===== config.mk =====
export PLATFORM = sky130hd
export DESIGN_NAME = tug_key_conditioner
export DESIGN_NICKNAME = d
export VERILOG_FILES = /design/src/rtl/tug_key_conditioner.sv
export SDC_FILE = /design/constraint.sdc
export NUM_CORES = 1
export LEC_CHECK = 0
export ABC_AREA = 1
export CAP_MARGIN = 40
export CORE_MARGIN = 2
export CORE_UTILIZATION = 61
export DETAILED_ROUTE_END_ITERATION = 16
export DONT_BUFFER_PORTS = 1
export GPL_ROUTABILITY_DRIVEN = 0
export PLACE_DENSITY = 0.73
export SYNTH_ARGS = -nofsm -noshare
export SYNTH_HDL_FRONTEND = slang
export SYNTH_SLANG_ARGS = --single-unit

===== constraint.sdc =====
create_clock -name clk -period 1.3 [get_ports clk]
set_input_delay 0.26 -clock clk [delete_from_list [all_inputs] [get_ports clk]]
set_output_delay 0.26 -clock clk [all_outputs]
set_load 0.005 [all_outputs]

===== src/rtl/tug_key_conditioner.sv =====
// Tug-of-war key conditioner: per-channel 2-flop sync, debounce FSM and press-edge pulse.
// Optional build macro TUG_KEY_ACTIVE_LOW_EN selects active-low raw key inputs.
module tug_key_conditioner #(
  parameter int unsigned DEBOUNCE_CYCLES = 4,
  parameter int unsigned CNT_W           = 8
) (
  input  logic clk,
  input  logic reset,
  input  logic key_l_raw,
  input  logic key_r_raw,
  output logic L,
  output logic R,
  output logic held_l,
  output logic held_r
);

  localparam logic [1:0] IDLE   = 2'd0;
  localparam logic [1:0] ARM    = 2'd1;
  localparam logic [1:0] HELD   = 2'd2;
  localparam logic [1:0] DISARM = 2'd3;

  localparam logic [CNT_W-1:0] CNT_MAX = CNT_W'(DEBOUNCE_CYCLES - 1);
  localparam logic [CNT_W-1:0] CNT_ONE = CNT_W'(1);

  // Index 0 is the left channel, index 1 the right channel.
  logic [1:0]            key_s;
  logic [1:0]            sync1_q, sync1_d;
  logic [1:0]            sync2_q, sync2_d;
  logic [1:0][1:0]       state_q, state_d;
  logic [1:0][CNT_W-1:0] cnt_q, cnt_d;
  logic [1:0]            pulse_q, pulse_d;
  logic [1:0]            held_q, held_d;

`ifdef TUG_KEY_ACTIVE_LOW_EN
  assign key_s = ~{key_r_raw, key_l_raw};
`else
  assign key_s = {key_r_raw, key_l_raw};
`endif

  always_comb begin
    sync1_d = key_s;
    sync2_d = sync1_q;
    for (int i = 0; i < 2; i++) begin
      state_d[i] = state_q[i];
      cnt_d[i]   = cnt_q[i];
      pulse_d[i] = 1'b0;
      case (state_q[i])
        IDLE: begin
          if (sync2_q[i]) begin
            state_d[i] = ARM;
            cnt_d[i]   = '0;
          end else begin
            state_d[i] = IDLE;
          end
        end
        ARM: begin
          if (!sync2_q[i]) begin
            state_d[i] = IDLE;
            cnt_d[i]   = '0;
          end else if (cnt_q[i] == CNT_MAX) begin
            state_d[i] = HELD;
            pulse_d[i] = 1'b1;
          end else begin
            cnt_d[i] = cnt_q[i] + CNT_ONE;
          end
        end
        HELD: begin
          if (!sync2_q[i]) begin
            state_d[i] = DISARM;
            cnt_d[i]   = '0;
          end else begin
            state_d[i] = HELD;
          end
        end
        DISARM: begin
          // Release bounce returns to HELD silently; pulses only come from ARM.
          if (sync2_q[i]) begin
            state_d[i] = HELD;
          end else if (cnt_q[i] == CNT_MAX) begin
            state_d[i] = IDLE;
          end else begin
            cnt_d[i] = cnt_q[i] + CNT_ONE;
          end
        end
        default: begin
          state_d[i] = IDLE;
          cnt_d[i]   = '0;
        end
      endcase
      held_d[i] = (state_d[i] == HELD) || (state_d[i] == DISARM);
    end
  end

  always_ff @(posedge clk) begin
    if (reset) begin
      sync1_q <= '0;
      sync2_q <= '0;
      state_q <= {IDLE, IDLE};
      cnt_q   <= '0;
      pulse_q <= '0;
      held_q  <= '0;
    end else begin
      sync1_q <= sync1_d;
      sync2_q <= sync2_d;
      state_q <= state_d;
      cnt_q   <= cnt_d;
      pulse_q <= pulse_d;
      held_q  <= held_d;
    end
  end

  assign L      = pulse_q[0];
  assign R      = pulse_q[1];
  assign held_l = held_q[0];
  assign held_r = held_q[1];

endmodule


==> results of run 1 <==
==> worst max-delay path, delay by kind of cell, from the launching register on <==
kind / cells / cell delay (ns)
AOI/OAI and AO/OA: 2 / 0.23
and+or+nand+nor: 3 / 0.44
buffers and inverters: 1 / 0.06
DFF: 1 / 0.39
==> worst paths after layout <==
kind	startpoint	endpoint	cells past startpoint
max	state_q[3]	cnt_q[13]	6
min	key_l_raw	sync1_q[0]	2
max reg2reg	state_q[3]	cnt_q[13]	6
min reg2reg	sync1_q[1]	sync2_q[1]	2
==> flip-flops by register name (all words and copies together) (netlist names) <==
signal,cells
cnt_q,16
pulse_q,2
sync1_q,2
state_q,3
held_q,2
sync2_q,2
==> cells by family (layout without fill, tap and decap cells) <==
| family | after synthesis | count (layout) | synth area share [%] |
|---|---|---|---|
| DFF | 27 | 27 | 40.4 |
| adders and majority gates | 2 | 2 | 1.87 |
| buffers and inverters | 30 | 35 | 8.42 |
| and+or+nand+nor | 115 | 115 | 36.9 |
| AOI/OAI and AO/OA | 31 | 31 | 12.4 |
==> what timing repair did <==
item,4_1_cts,5_1_grt
hold buffers,1,1
setup endpoints to repair,0,21
gates resized for setup,0,14
buffers inserted,0,1
hold endpoints to repair,13,1
==> through the flow <==
step | hold slack, ns | area (um^2)
2_1_floorplan | 0.329 | 1340
3_3_place_gp | 0.331 | 1360
3_5_place_dp | 0.333 | 1360
4_1_cts | 0.0164 | 1400
5_1_grt | 0.00204 | 1460
6_report | 0.0275 | 1460
==> cell type report <==
cell class / instances / area (um^2) / share of cell area, %
repair buffers: 3 / 27.5 / 1.88
clock inverters: 1 / 5.00 / 0.342
inverters: 28 / 105 / 7.19
flip-flops and latches: 27 / 551 / 37.7
clock buffers: 3 / 22.5 / 1.54
well taps: 27 / 33.8 / 2.31
multi-input cells: 148 / 717 / 49.1
==> layer usage <==
metal	vias up	share of wire (%)	global-route usage, %
li1	654	-	-
met1	574	47	31.1
met2	35	48	39.5
met3	2	4.4	5.56
met4	0	0.43	9.46
met5	-	0	0
==> power by group through the flow <==
stage / clock network [mW] / logic, mW / registers [mW]
after floorplan: 0 / 0.0386 / 0.860
after global placement: 0 / 0.0422 / 0.861
after detailed placement: 0 / 0.0448 / 0.862
after CTS: 0.371 / 0.0537 / 0.843
after global routing: 0.409 / 0.0635 / 0.845
final: 0.358 / 0.0570 / 0.843
==> cells in the final DEF, fill, tap and decap left out <==
cell type / Yosys / routed
nor3_1: 2 / 2
o21ai_0: 12 / 11
dfxtp_2: 0 / 5
dfxtp_1: 27 / 21
nand4_1: 1 / 1
nand3_1: 15 / 15
a21oi_2: 2 / 2
nand2_1: 62 / 62
clkbuf_4: 0 / 3
nor2_2: 3 / 3
nand3_2: 2 / 2
dlygate4sd3_1: 0 / 2
a21oi_1: 12 / 12
buf_4: 0 / 1
inv_1: 26 / 26
nor2_4: 2 / 3
inv_2: 2 / 2
clkinv_2: 0 / 1
nor2_1: 27 / 26
dfxtp_4: 0 / 1
o21ai_1: 4 / 5
nand2_2: 1 / 1
ha_4: 0 / 2
o21ai_2: 1 / 1
==> run summary, run 1 <==
Iter 0 DRT Violations - 48
Peak VDD IR - 0.867 mV
Die Height - 50.8 um
kind of start point of the critical path - register
worst path arrival time - 1.45 ns
worst path cell trace - inv_2 > nand2_2 > nand3_2 > nor2_4 > o21ai_1 > a21oi_2
Psw - 0.290 mW
fin. max-slew vios - 0
Bufs on Longest Clock Path - 2
Synth Warn # - 0
Commonest cells post-synth - nand2_1, dfxtp_1, nor2_1
count leader, synth - nand2_1
register area share after synthesis - 40.4%
die area - 2580 um^2
Sw Ratio - 23.1%
Worst EP required - 1.57 ns
slowest cell delay on critical path - 0.39 ns
pwr/cell area - 861 nW/um^2
Post-Route Utilization - 72.3%
# Max-Cap Violations - 0
Layout Cells excl Fill - 237
boundary pin count - 8
antenna cell count - 0
slowest cell on the critical path - dfxtp_1
final period utilization - 90.8%
Starting Density - 66.2%
FILL cells - 160
ys flop type - dfxtp_1
syn_nets - 211
hpwl dp - 1.94 mm
Placeable Area - 2020 um^2
final wirelength - 2.76 mm
P_leak - 0.536 nW
Setup TNS - 0 ns
num rows - 16
Internal - 0.968 mW
Root Buffer - clkbuf_4
H-tree depth - 1
TritonCTS clock tree - done
crit path capture type - register
share of the synthesized area in the top cell type - 40.4%
Clock power frac - 28.5%
Cells after Synth - 205
Clock Sinks - 27
Post-Route Skew - 0.00756 ns
Vias - 1265
clock-pin slew on the worst setup and hold paths - 0.14 ns
total power - 1.26 mW
Synth area leader - dfxtp_1
Routed WL per cell - 11.6 um
ys async rst share - 0%
clock buffer count from CTS - 3
# port buffers - 0
total gr overflow - 0
CP max FO - 7
layout cells sized above 1 - 12.9%
Detail Route Antenna Nets - 0
Final setup viols - 0
Avg Inst Size Synth - 6.52 um^2
total track usage - 24.2%
Slew @ Worst Pin - 0.554 ns
initial antenna violation count - 0
largest net degree at the start of global routing - 16
nets - 217
placed instance count - 230
Slew HR - 62.9%
die width - 50.8 um
Post-Syn Area - 1340 um^2
post-synth cell types - 19
fmax - 0.848 GHz
number of global-route vias before repair - 1102
Tmin final - 1.18 ns
outcome - complete, no violations
Reg2Reg Setup Slack - 0.12 ns
Post-route DRC - 0
DRT Pass-1 Iters - 4
first-pass GRT wire length - 4.65 mm
HP Class - in2reg
proportion of power drawn by flip-flops and latches - 67.0%
Avg Vias per Cell - 5.34
clock latency on the worst-skew pair - 0.33 ns
Post-Place Setup Slack - 0.0416 ns
Post-synth EDFFs - 0
combinational share of power - 4.5%
crit path kind - reg2reg
synthesis-to-finish area growth - 9.26%
synth top area cells - dfxtp_1, nand2_1, nor2_1
synthesized flop and latch total - 27
Final WS setup - 0.120 ns
Fin. Hold Viols - 0
Note: power is estimated with default switching activity, not from simulation.
==> run 2, diff against run 1 <==
CELL_PAD_IN_SITES_DETAIL_PLACEMENT = 2   (was default)
CELL_PAD_IN_SITES_GLOBAL_PLACEMENT = 2   (was default)
CORE_UTILIZATION = 34   (was 61)
REMOVE_ABC_BUFFERS = 1   (was default)
==> run 2 against run 1 <==
Non-clock buffer count is 1 lower. Clock skew shrank 0.0031 ns. Highest routed layer unchanged. Combinational power down 14%. Via count rose by 0.87%. Core utilization decreased by 32 points. Global-route usage decreased by 5.4 points. Count of clock-buffer cells in the layout increased by 1. Worst setup slack gained 0.0028 ns.
==> run summary, run 2 (synthesis gave the netlist of run 1 again) <==
Worst Reg-to-Reg Cells - 6
total gr overflow - 0
Largest Register - cnt_q
largest net degree at the start of global routing - 15
layout cells sized above 1 - 16.7%
worst path cell trace - ha_4 > nand2_1 > nor2_1 > nor2_4 > nand3_1 > a21oi_1
Largest register FFs - 16
outcome - complete, no violations
clock latency on the worst-skew pair - 0.27 ns
total power - 1.37 mW
boundary pin count - 8
CTS Hold Bufs - 0
Reg2Reg Setup Slack - 0.12 ns
Buf/Inv on CP - 0
die area - 4450 um^2
Worst Hold Depth - 1
Tmin final - 1.18 ns
slowest cell delay on critical path - 0.37 ns
P_leak - 0.535 nW
TritonCTS clock tree - done
crit path kind - reg2reg
H-tree depth - 1
Bufs on Longest Clock Path - 2
final period utilization - 90.5%
Detail Route Antenna Nets - 0
Post-Route Skew - 0.00445 ns
fin. max-slew vios - 0
Worst EP required - 1.50 ns
Vias - 1276
worst path arrival time - 1.37 ns
# Max-Cap Violations - 0
hpwl dp - 2.74 mm
Slew HR - 73.8%
DRT Pass-1 Iters - 4
num rows - 22
Starting Density - 36.0%
slowest cell on the critical path - dfxtp_4
synthesis-to-finish area growth - 13.0%
commonest cells after routing, fill and taps aside - nand2_1, inv_1, nor2_1
most common cell after layout, fill and taps aside - nand2_1
area of the multi-input gates - 734 um^2
Final WS setup - 0.123 ns
kind of start point of the critical path - register
Post-Route Utilization - 40.7%
FILL cells - 480
Routed WL per cell - 14.0 um
Placeable Area - 3720 um^2
final wirelength - 3.60 mm
Regs by FF count - cnt_q: 16 flops, state_q: 3 flops
# Post-CTS Setup Buffers - 0
Avg Vias per Cell - 4.96
pwr/cell area - 903 nW/um^2
Fin. Hold Viols - 0
sequential cell area - 552 um^2
Clock Sinks - 27
# port buffers - 0
HP Class - in2reg
initial antenna violation count - 0
Root Buffer - clkbuf_8
Post-Place Setup Slack - -0.0102 ns
Iter 0 DRT Violations - 41
clock buffer count from CTS - 3
Post-route DRC - 0
Critical Path Stages - 6
fmax - 0.850 GHz
RSZ-0062 raised after global routing - true
number of global-route vias before repair - 1409
first-pass GRT wire length - 6.34 mm
family with the most delay on the worst path - simple AND/OR/NAND/NOR gates
Peak VDD IR - 0.414 mV
total track usage - 18.7%
nets - 216
Final setup viols - 0
antenna cell count - 0
clock-pin slew on the worst setup and hold paths - 0.09 ns
crit path capture type - register
Slew @ Worst Pin - 0.392 ns
CP max FO - 7
die width - 66.7 um
Die Height - 66.7 um
## run 2: cell count changes in the layout (fill, tap and decap cells not counted), sizes merged
cell         delta
buf             +1
clkinv          -1
clkbuf          +1
dlygate4sd3     -2
## run 2: final cells by class
class / instances / share of cell area, %
timing repair buffer: 2 / 0.993
tap: 48 / 3.97
multi-input combinational: 148 / 48.6
inverter: 28 / 6.95
sequential: 27 / 36.5
clock buffer: 4 / 2.98
## run 2: metal layers
| layer | global-route usage (%) | part of all wire (%) |
|---|---|---|
| met3 | 3.72 | 1.6 |
| met1 | 24.1 | 48 |
| met2 | 32.0 | 50 |
| met4 | 4.59 | 0.67 |
| met5 | 0 | 0 |
## run 2: metrics by stage
step	cell area (um^2)	hold WS [ns]	cells	TNS [ns]
3_5_place_dp	1410	0.335	253	-0.0193
6_report	1510	0.0415	257	0
2_1_floorplan	1330	0.329	203	0
5_1_grt	1510	0.0136	257	-0.00215
3_3_place_gp	1410	0.332	253	0
4_1_cts	1460	0.0330	257	0
## run 2: final timing paths
| path | startpoint | end |
|---|---|---|
| setup / recovery | cnt_q[1] | cnt_q[7] |
| setup reg to reg | cnt_q[1] | cnt_q[7] |
| hold reg to reg | sync1_q[0] | sync2_q[0] |
| hold / removal | reset | cnt_q[1] |
## run 2: worst register-to-register path: cells and delay by family, from the launching register on
family	cells	cell delay [ns]
AOI/OAI and AO/OA	1	0.16
DFF	1	0.37
adders and majority gates	1	0.17
and+or+nand+nor	4	0.42
## run 2: power by group
part	switching, mW	internal (mW)
clock network	0.255	0.219
registers	0.00692	0.834
logic	0.0359	0.0132
## run 2: timing repair
| item | 4_1_cts | 5_1_grt |
|---|---|---|
| gates cloned | 0 | 0 |
| hold endpoints to repair | 0 | 0 |
| resized for setup | 3 | 19 |
| pin swaps | 0 | 2 |
| endpoints found under the setup margin | 3 | 23 |
==> run 3, diff against run 2 <==
TNS_END_PERCENT = 30   (was default)
clock period = 1.35 ns   (was 1.3 ns; I/O delays follow)
==> run 3 against run 2 <==
Worst setup slack lost 0.012 ns. Die area unchanged. Maximum frequency is 5.0% lower. Highest routed layer unchanged. Via count increased by 1.3%. Routed wire length grew 4.3%. Sequential power down 3.4%.
==> run summary, run 3 (synthesis gave the netlist of run 1 again) <==
die area - 4450 um^2
first-pass GRT wire length - 6.28 mm
largest net degree at the start of global routing - 15
kind of start point of the critical path - register
P_leak - 0.531 nW
Vias - 1292
Peak VDD IR - 0.385 mV
clock-pin slew on the worst setup and hold paths - 0.09 ns
CP max FO - 7
crit path capture type - register
HP Class - in2reg
crit path kind - reg2reg
layout cells sized above 1 - 13.9%
Placeable Area - 3720 um^2
Internal - 1.03 mW
FILL cells - 492
final period utilization - 91.8%
boundary pin count - 8
sequential cell area - 548 um^2
num rows - 22
total gr overflow - 0
Clock power frac - 34.5%
synthesis-to-finish area growth - 10.9%
Reg2Reg Setup Slack - 0.11 ns
die width - 66.7 um
Largest Register - cnt_q
Iter 0 DRT Violations - 61
Post-route DRC - 0
number of global-route vias before repair - 1388
Layout Cells excl Fill - 256
most common cell after layout, fill and taps aside - nand2_1
worst path arrival time - 1.43 ns
Die Height - 66.7 um
Avg Vias per Cell - 5.05
Bufs on Longest Clock Path - 2
Slew @ Worst Pin - 0.433 ns
initial antenna violation count - 0
Psw - 0.281 mW
H-tree depth - 1
RSZ-0062 raised after global routing - false
pwr/cell area - 883 nW/um^2
total track usage - 18.6%
Post-Route Skew - 0.00323 ns
Largest register FFs - 16
final wirelength - 3.75 mm
Routed WL per cell - 14.7 um
nets - 215
Root Buffer - clkbuf_8
Slew HR - 71.1%
# port buffers - 0
fin. max-slew vios - 0
DRT Pass-1 Iters - 3
Worst EP required - 1.54 ns
antenna cell count - 0
clock latency on the worst-skew pair - 0.27 ns
Sw Ratio - 21.5%
Regs by FF count - cnt_q: 16 flops, state_q: 3 flops
CTS Hold Bufs - 0
combinational share of power - 3.5%
proportion of power drawn by flip-flops and latches - 62.0%
area of the multi-input gates - 717 um^2
Worst Reg-to-Reg Cells - 6
fmax - 0.807 GHz
Fin. Hold Viols - 0
placed instance count - 251
TritonCTS clock tree - done
hpwl dp - 2.87 mm
Starting Density - 36.0%
outcome - complete, no violations
commonest cells after routing, fill and taps aside - nand2_1, inv_1, nor2_1
Detail Route Antenna Nets - 0
clock buffer count from CTS - 3
worst r2r src - held_q[0]
Clock Sinks - 27
Final setup viols - 0
Tmin final - 1.24 ns
crit path from - held_q[0]
Setup TNS - 0 ns
crit path to - cnt_q[3]
RR Endpoint - cnt_q[3]
# Max-Cap Violations - 0
## run 3: worst min-delay path by stage
stage	startpoint	end	slack [ns]	cells past startpoint
floorplan	reset	cnt_q[11]	0.34	1
global placement	reset	cnt_q[7]	0.34	1
detailed placement	reset	cnt_q[15]	0.35	1
CTS	reset	cnt_q[12]	0.05	1
global route	reset	cnt_q[9]	0.04	1
finish	reset	cnt_q[9]	0.06	1
## run 3: repair_timing
action,CTS,global route
resized for setup,3,13
setup endpoints to repair,5,17
setup buffers,0,1
endpoints found under the hold margin,0,0
pin swaps,0,1
## run 3: area by class of cell
cell class	count	area share (%)
clock buffer	4	3.04
inverter	28	7.09
multi-input combinational	148	48.4
sequential	27	37.0
tap	48	4.05
timing repair buffer	1	0.506
## run 3: worst max-delay path: stages (launching register included)
cell and delay (ns):
dfxtp_2 0.38, inv_1 0.05, nand2_1 0.08, nand3_2 0.11, nor2_4 0.23, nand3_1 0.12, a21oi_1 0.19
## run 3: metrics by stage
| stage | setup WS, ns | hold WS [ns] | instance area [um^2] | utilization, % | total power, mW |
|---|---|---|---|---|---|
| 6_report | 0.111 | 0.0597 | 1480 | 39.9 | 1.31 |
| 3_3_place_gp | 0.102 | 0.342 | 1390 | 37.4 | 0.873 |
| 4_1_cts | 0.00647 | 0.0462 | 1440 | 38.8 | 1.34 |
| 5_1_grt | 0.0000578 | 0.0352 | 1480 | 39.9 | 1.39 |
| 3_5_place_dp | -0.0207 | 0.345 | 1390 | 37.4 | 0.877 |
| 2_1_floorplan | 0.205 | 0.339 | 1330 | - | 0.861 |
## run 3: layer usage
metal / up-vias / GRT usage (%) / part of all wire (%)
met5: - / 0 / 0
met4: 0 / 3.83 / 0.64
met3: 2 / 3.72 / 1.7
met2: 9 / 33.5 / 51
met1: 630 / 22.8 / 47
li1: 651 / - / -
## run 3: power groups by stage
stage | Clock [mW] | Sequential, mW | Combinational (mW)
6_report | 0.452 | 0.812 | 0.0462
5_1_grt | 0.519 | 0.813 | 0.0534
4_1_cts | 0.481 | 0.811 | 0.0474
3_5_place_dp | 0 | 0.830 | 0.0467
3_3_place_gp | 0 | 0.829 | 0.0438
2_1_floorplan | 0 | 0.828 | 0.0328
